--- config.mk ---
export PLATFORM = sky130hd
export DESIGN_NAME = charge_refresh_ctrl
export DESIGN_NICKNAME = d
export VERILOG_FILES = /design/src/rtl/charge_refresh_ctrl.sv
export SDC_FILE = /design/constraint.sdc
export NUM_CORES = 1
export LEC_CHECK = 0
export CAP_MARGIN = 15
export CORE_MARGIN = 4
export CORE_UTILIZATION = 30
export DETAILED_ROUTE_END_ITERATION = 16
export DONT_BUFFER_PORTS = 1
export PLACE_DENSITY = 0.42
export SETUP_SLACK_MARGIN = 0.15
export SYNTH_ARGS = -nofsm -noshare
export SYNTH_HDL_FRONTEND = slang
export SYNTH_SLANG_ARGS = --single-unit
export TNS_END_PERCENT = 20
--- constraint.sdc ---
create_clock -name clk -period 3.7 [get_ports clk]
set_input_delay 0.37 -clock clk [delete_from_list [all_inputs] [get_ports clk]]
set_output_delay 0.37 -clock clk [all_outputs]
set_load 0.1 [all_outputs]
--- src/rtl/charge_refresh_ctrl.sv ---
// rtl/charge_refresh_ctrl.sv - refresh scheduler and host arbiter for a bank of decaying charge cells
module charge_refresh_ctrl #(
    parameter int NUM_CELLS   = 4,
    parameter int DATA_W      = 8,
    parameter int DECAY_CYC   = 64,
    parameter int REFRESH_INT = 8
) (
    input  logic                         clk,
    input  logic                         rst,
    input  logic                         refresh_en,
    input  logic                         req_valid,
    output logic                         req_ready,
    input  logic                         req_we,
    input  logic [$clog2(NUM_CELLS)-1:0] req_addr,
    input  logic [DATA_W-1:0]            req_wdata,
    output logic                         rsp_valid,
    output logic [DATA_W-1:0]            rsp_rdata,
    output logic                         rsp_err,
    output logic [NUM_CELLS-1:0]         cell_valid,
    output logic                         decay_event,
    output logic                         refresh_overrun
);

    localparam int AW    = $clog2(NUM_CELLS);
    localparam int AGE_W = $clog2(DECAY_CYC);
    localparam int CNT_W = $clog2(REFRESH_INT + 1);

    typedef enum logic [1:0] {
        S_IDLE        = 2'd0,
        S_ACCESS      = 2'd1,
        S_REF_SENSE   = 2'd2,
        S_REF_RESTORE = 2'd3
    } state_t;

    state_t state, state_nxt;

    logic [DATA_W-1:0]    cell_data [NUM_CELLS];
    logic [AGE_W-1:0]     cell_age  [NUM_CELLS];
    logic [AW-1:0]        ref_ptr;
    logic [AW-1:0]        lat_addr;
    logic                 lat_we;
    logic [DATA_W-1:0]    lat_wdata;
    logic [CNT_W-1:0]     int_cnt;
    logic                 refresh_pending;
    logic                 host_turn;
    logic                 req_seen;

    logic                 ref_wins;
    logic                 accept;
    logic                 wrap;
    logic                 rd_err;
    logic [NUM_CELLS-1:0] wr_hit;
    logic [NUM_CELLS-1:0] rs_hit;
    logic [NUM_CELLS-1:0] decay_now;

    // A pending refresh yields only to the one host access owed after the previous refresh.
    assign ref_wins = refresh_pending && !(host_turn && req_valid);
    assign accept   = (state == S_IDLE) && !ref_wins && req_valid;
    assign wrap     = refresh_en && (int_cnt == CNT_W'(REFRESH_INT - 1));

    // A write or restore landing on the decay edge keeps the cell alive.
    always_comb begin
        wr_hit    = '0;
        rs_hit    = '0;
        decay_now = '0;
        for (int i = 0; i < NUM_CELLS; i++) begin
            wr_hit[i]    = (state == S_ACCESS) && lat_we && (lat_addr == AW'(i));
            rs_hit[i]    = (state == S_REF_RESTORE) && (ref_ptr == AW'(i)) && cell_valid[i];
            decay_now[i] = cell_valid[i] && (cell_age[i] == AGE_W'(DECAY_CYC - 1))
                           && !wr_hit[i] && !rs_hit[i];
        end
    end

    assign rd_err = !cell_valid[lat_addr] || decay_now[lat_addr];

    always_ff @(posedge clk) begin
        if (rst) begin
            state <= S_IDLE;
        end else begin
            state <= state_nxt;
        end
    end

    always_comb begin
        state_nxt = state;
        case (state)
            S_IDLE: begin
                if (ref_wins) begin
                    state_nxt = S_REF_SENSE;
                end else if (req_valid) begin
                    state_nxt = S_ACCESS;
                end
            end
            S_ACCESS:      state_nxt = S_IDLE;
            S_REF_SENSE:   state_nxt = S_REF_RESTORE;
            S_REF_RESTORE: state_nxt = S_IDLE;
            default:       state_nxt = S_IDLE;
        endcase
    end

    always_comb begin
        req_ready   = !rst && (state == S_IDLE) && !ref_wins;
        decay_event = !rst && (|decay_now);
    end

    always_ff @(posedge clk) begin
        if (rst) begin
            int_cnt         <= '0;
            refresh_pending <= 1'b0;
            refresh_overrun <= 1'b0;
            host_turn       <= 1'b0;
            req_seen        <= 1'b0;
            ref_ptr         <= '0;
            lat_addr        <= '0;
            lat_we          <= 1'b0;
            lat_wdata       <= '0;
            rsp_valid       <= 1'b0;
            rsp_rdata       <= '0;
            rsp_err         <= 1'b0;
        end else begin
            if (refresh_en) begin
                int_cnt <= wrap ? '0 : int_cnt + CNT_W'(1);
            end
            // A new slot coming due outranks clearing the one being entered.
            if (wrap) begin
                refresh_pending <= 1'b1;
                if (refresh_pending) begin
                    refresh_overrun <= 1'b1;
                end
            end else if ((state == S_IDLE) && ref_wins) begin
                refresh_pending <= 1'b0;
            end

            if ((state == S_IDLE) && ref_wins) begin
                req_seen <= req_valid;
            end else if (state == S_REF_SENSE) begin
                req_seen <= req_seen || req_valid;
            end

            if (accept) begin
                lat_addr  <= req_addr;
                lat_we    <= req_we;
                lat_wdata <= req_wdata;
                host_turn <= 1'b0;
            end else if (state == S_REF_RESTORE) begin
                host_turn <= req_seen || req_valid;
                ref_ptr   <= ref_ptr + AW'(1);
            end

            rsp_valid <= (state == S_ACCESS);
            if (state == S_ACCESS) begin
                if (lat_we) begin
                    rsp_rdata <= '0;
                    rsp_err   <= 1'b0;
                end else begin
                    rsp_rdata <= rd_err ? '0 : cell_data[lat_addr];
                    rsp_err   <= rd_err;
                end
            end
        end
    end

    always_ff @(posedge clk) begin
        for (int i = 0; i < NUM_CELLS; i++) begin
            if (rst) begin
                cell_data[i]  <= '0;
                cell_age[i]   <= '0;
                cell_valid[i] <= 1'b0;
            end else if (wr_hit[i]) begin
                cell_data[i]  <= lat_wdata;
                cell_age[i]   <= '0;
                cell_valid[i] <= 1'b1;
            end else if (rs_hit[i]) begin
                cell_age[i]   <= '0;
            end else if (decay_now[i]) begin
                cell_data[i]  <= '0;
                cell_age[i]   <= '0;
                cell_valid[i] <= 1'b0;
            end else if (cell_valid[i]) begin
                cell_age[i]   <= cell_age[i] + AGE_W'(1);
            end
        end
    end

endmodule

==> reports/metrics.cfg <==
[worst_setup_path]
rr_startpoint = state[0]
r2r_end = rsp_err
r2r_setup_slack_ns = 1.61
critPathMaxFanout = 13
crit_type = flip-flop to output pin
worstPathArrival_ns = 2.25
endpoint_kind = output pin
start_kind = flip-flop
required_ns = 3.33
r2r_cells = 5

[drt]
avgViaCountPerCell = 4.70
wire_per_inst_microns = 15.9
drtAntennaViolNets = 0
wl_mm = 9.04
drtIter0Drc = 140
dr.pass1.iters = 4
num_vias = 2673
drc = 0

[clock_tree]
clock_sinks = 95
numCtsBuffers = 9
path_clk_slew_ns = 0.07
cts_resized = 0
clockBufferDepth = 2
cts_hold_buf = 0
post_cts_buffers = 0
clock_latency_ns = 0.35
cts-root-buf = clkbuf_16
h-tree-depth = 3
cts_tree = done

[global_route]
grt_pass1_vias = 2611
grt.met1_usage_pct = 15.5
grt_max_degree = 43
met3_usage_pct = 5.81
grt_pass1_wl_mm = 14.7
top_usage_layer = met2
grt_usage_pct = 11.9
antenna_found_initial = 0
globalRoute.totalOverflow = 0
grt_util_met2_pct = 17.5

[floorplanning]
die_w_microns = 127
num_io_pins = 32
core_sq_um = 13900
die_area_sq_um = 16200
floorplan.initialDensity_pct = 30.7
rows = 43
die_y_microns = 127

[synthesis]
ys_warn_count = 0
synth.distinct_cells = 39
synth_nets = 402
synthTopCellsByArea = edfxtp_1 39%, dfxtp_1 18%, nor2_1 5.2%, and2_1 4.8%, mux4_2 4.8%
yosysTopAreaCellShare_pct = 39.4
postSynthAreaPerCell_sq_um = 11.3
ys_seq_elements = 95
synth_area_sq_um = 4270
yosysTopAreaCell = edfxtp_1
synth_cells = 378
synth.yosys.seq_area_share_pct = 57.7

[finish]
final_util_pct = 34.9
fillers = 1430
drive_above_1_share_pct = 9.77
multi_input_area_sq_um = 1740
num-nets-final = 408
final_cells = 569
antenna_cells = 0
syn_to_final_growth_pct = 13.7
regArea_sq_um = 2460

[timing]
fmax_ghz = 0.381
worstMarginPinSlew_ns = 0.977
finalCritPeriodShare_pct = 70.9
finClkSkew_ns = 0.00918
setup-violations-final = 0
slew_viol_final = 0
slew_headroom_pct = 34.8
finalHoldViolations = 0
period_needed_ns = 2.62
tns_ns = 0
grt_setup_unrepaired = false
fin_hold_ws_ns = 0.0940

[placed_design]
dp_cells = 552
gp_congestion = 0.740
port_buffers = 0
dp.final_hpwl_mm = 6.29

[pwr]
finalPower_mw = 2.38
power.density_nw_per_um2 = 492
p_leak_nw = 1.73
vdd_drop_max_uv = 279

[hold_path]
hp-start = rst
worstHoldPathCells = 1
hold_end = cell_valid[2]
hp-class = input pin to flip-flop

[outcome]
status = finished, final reports clean

[flow_run]
cap_violations = 0

cells in the mapped netlist, drive strengths merged:
| master | instances |
|---|---|
| a2111oi | 1 |
| a21oi | 13 |
| a22o | 1 |
| a311o | 1 |
| a31oi | 3 |
| and2 | 34 |
| and2b | 2 |
| and4 | 3 |
| and4b | 1 |
| buf | 8 |
| clkbuf | 4 |
| dfxtp | 39 |
| edfxtp | 56 |
| ha | 9 |
| inv | 7 |
| mux2i | 14 |
| mux4 | 9 |
| nand2 | 40 |
| nand2b | 5 |
| nand3 | 19 |
| nand4 | 8 |
| nand4b | 2 |
| nor2 | 59 |
| nor2b | 2 |
| nor3 | 4 |
| nor3b | 3 |
| o21ai | 8 |
| o311ai | 1 |
| o41ai | 1 |
| or3 | 3 |
| xnor2 | 8 |
| xor2 | 10 |
power breakdown:
| part | switching, mW | internal (mW) | total (mW) |
|---|---|---|---|
| combinational | 0.0578 | 0.0440 | 0.102 |
| sequential | 0.0467 | 1.15 | 1.20 |
| clock | 0.405 | 0.677 | 1.08 |
| total | 0.510 | 1.87 | 2.38 |
worst max-delay path, stage by stage (launching register included):
cell     delay, ns
dfxtp_1       0.64
and2b_1       0.30
and4_1        0.27
nor2_1        0.12
a21oi_1       0.06
a31oi_2       0.20
buf_4         0.32
cell families after synthesis:
kind of cell               after synthesis  share of synthesized area [%]
and+or+nand+nor                        185                           21.8
muxes                                   23                           8.03
DFF                                     95                           57.7
buffers and inverters                   19                           2.11
xor gates and xnor gates                18                           3.69
AOI/OAI and AO/OA                       29                           3.99
adders and majority gates                9                           2.64
worst max-delay path by stage:
stage	to	cells after the start	start	slack, ns
final	decay_event	6	state[1]	1.08
after floorplan	decay_event	4	cell_valid[1]	0.14
after global routing	decay_event	6	state[1]	0.94
after detailed placement	decay_event	6	state[1]	1.44
after global placement	decay_event	6	state[1]	1.47
after CTS	decay_event	6	state[1]	1.05
stage by stage:
step           instance area (sq um)  worst slack (ns)
2_1_floorplan                   4270             0.143
3_3_place_gp                    4500              1.47
3_5_place_dp                    4500              1.44
4_1_cts                         4840              1.05
5_1_grt                         4850             0.941
6_report                        4850              1.08
state kept, by name (all words and copies together) (netlist names), 2 cells and up, named ones only:
signal,count
ref_ptr,2
rsp_rdata,8
state,2
cell_data,32
cell_age,24
cell_valid,4
lat_wdata,8
int_cnt,4
lat_addr,2
layout make-up:
cell class                      count  share of cell area (%)
Sequential cell                    95                    50.8
Multi-Input combinational cell    264                    35.9
Timing Repair Buffer                7                    1.08
Inverter                            7                   0.542
Tap cell                          180                    4.64
Clock inverter                      6                    2.19
Clock buffer                       10                    4.93
per-layer routing:
layer / share of wire, % / wire length, microns / up-vias
met5: 0 / 0 / -
met4: 1.4 / 124 / 0
met3: 6.0 / 539 / 9
met2: 44 / 4020 / 34
met1: 48 / 4360 / 1282
li1: - / - / 1348
cells in the final DEF, fill, tap and decap left out, drive strengths merged:
| master | count |
|---|---|
| and2 | 34 |
| bufinv | 3 |
| nand2 | 40 |
| and4b | 1 |
| a22o | 1 |
| nand4 | 8 |
| and2b | 2 |
| nand2b | 5 |
| nor3 | 4 |
| and4 | 3 |
| clkinv | 2 |
| a21oi | 13 |
| or3 | 3 |
| nand3 | 19 |
| buf | 6 |
| mux4 | 9 |
| mux2i | 14 |
| edfxtp | 56 |
| inv | 8 |
| o311ai | 1 |
| nand4b | 2 |
| dfxtp | 39 |
| o41ai | 1 |
| a311o | 1 |
| ha | 9 |
| a31oi | 3 |
| xor2 | 10 |
| nor2 | 59 |
| xnor2 | 8 |
| nor2b | 2 |
| a2111oi | 1 |
| o21ai | 8 |
| clkbuf | 11 |
| nor3b | 3 |
(Power assumes the default switching activity.)
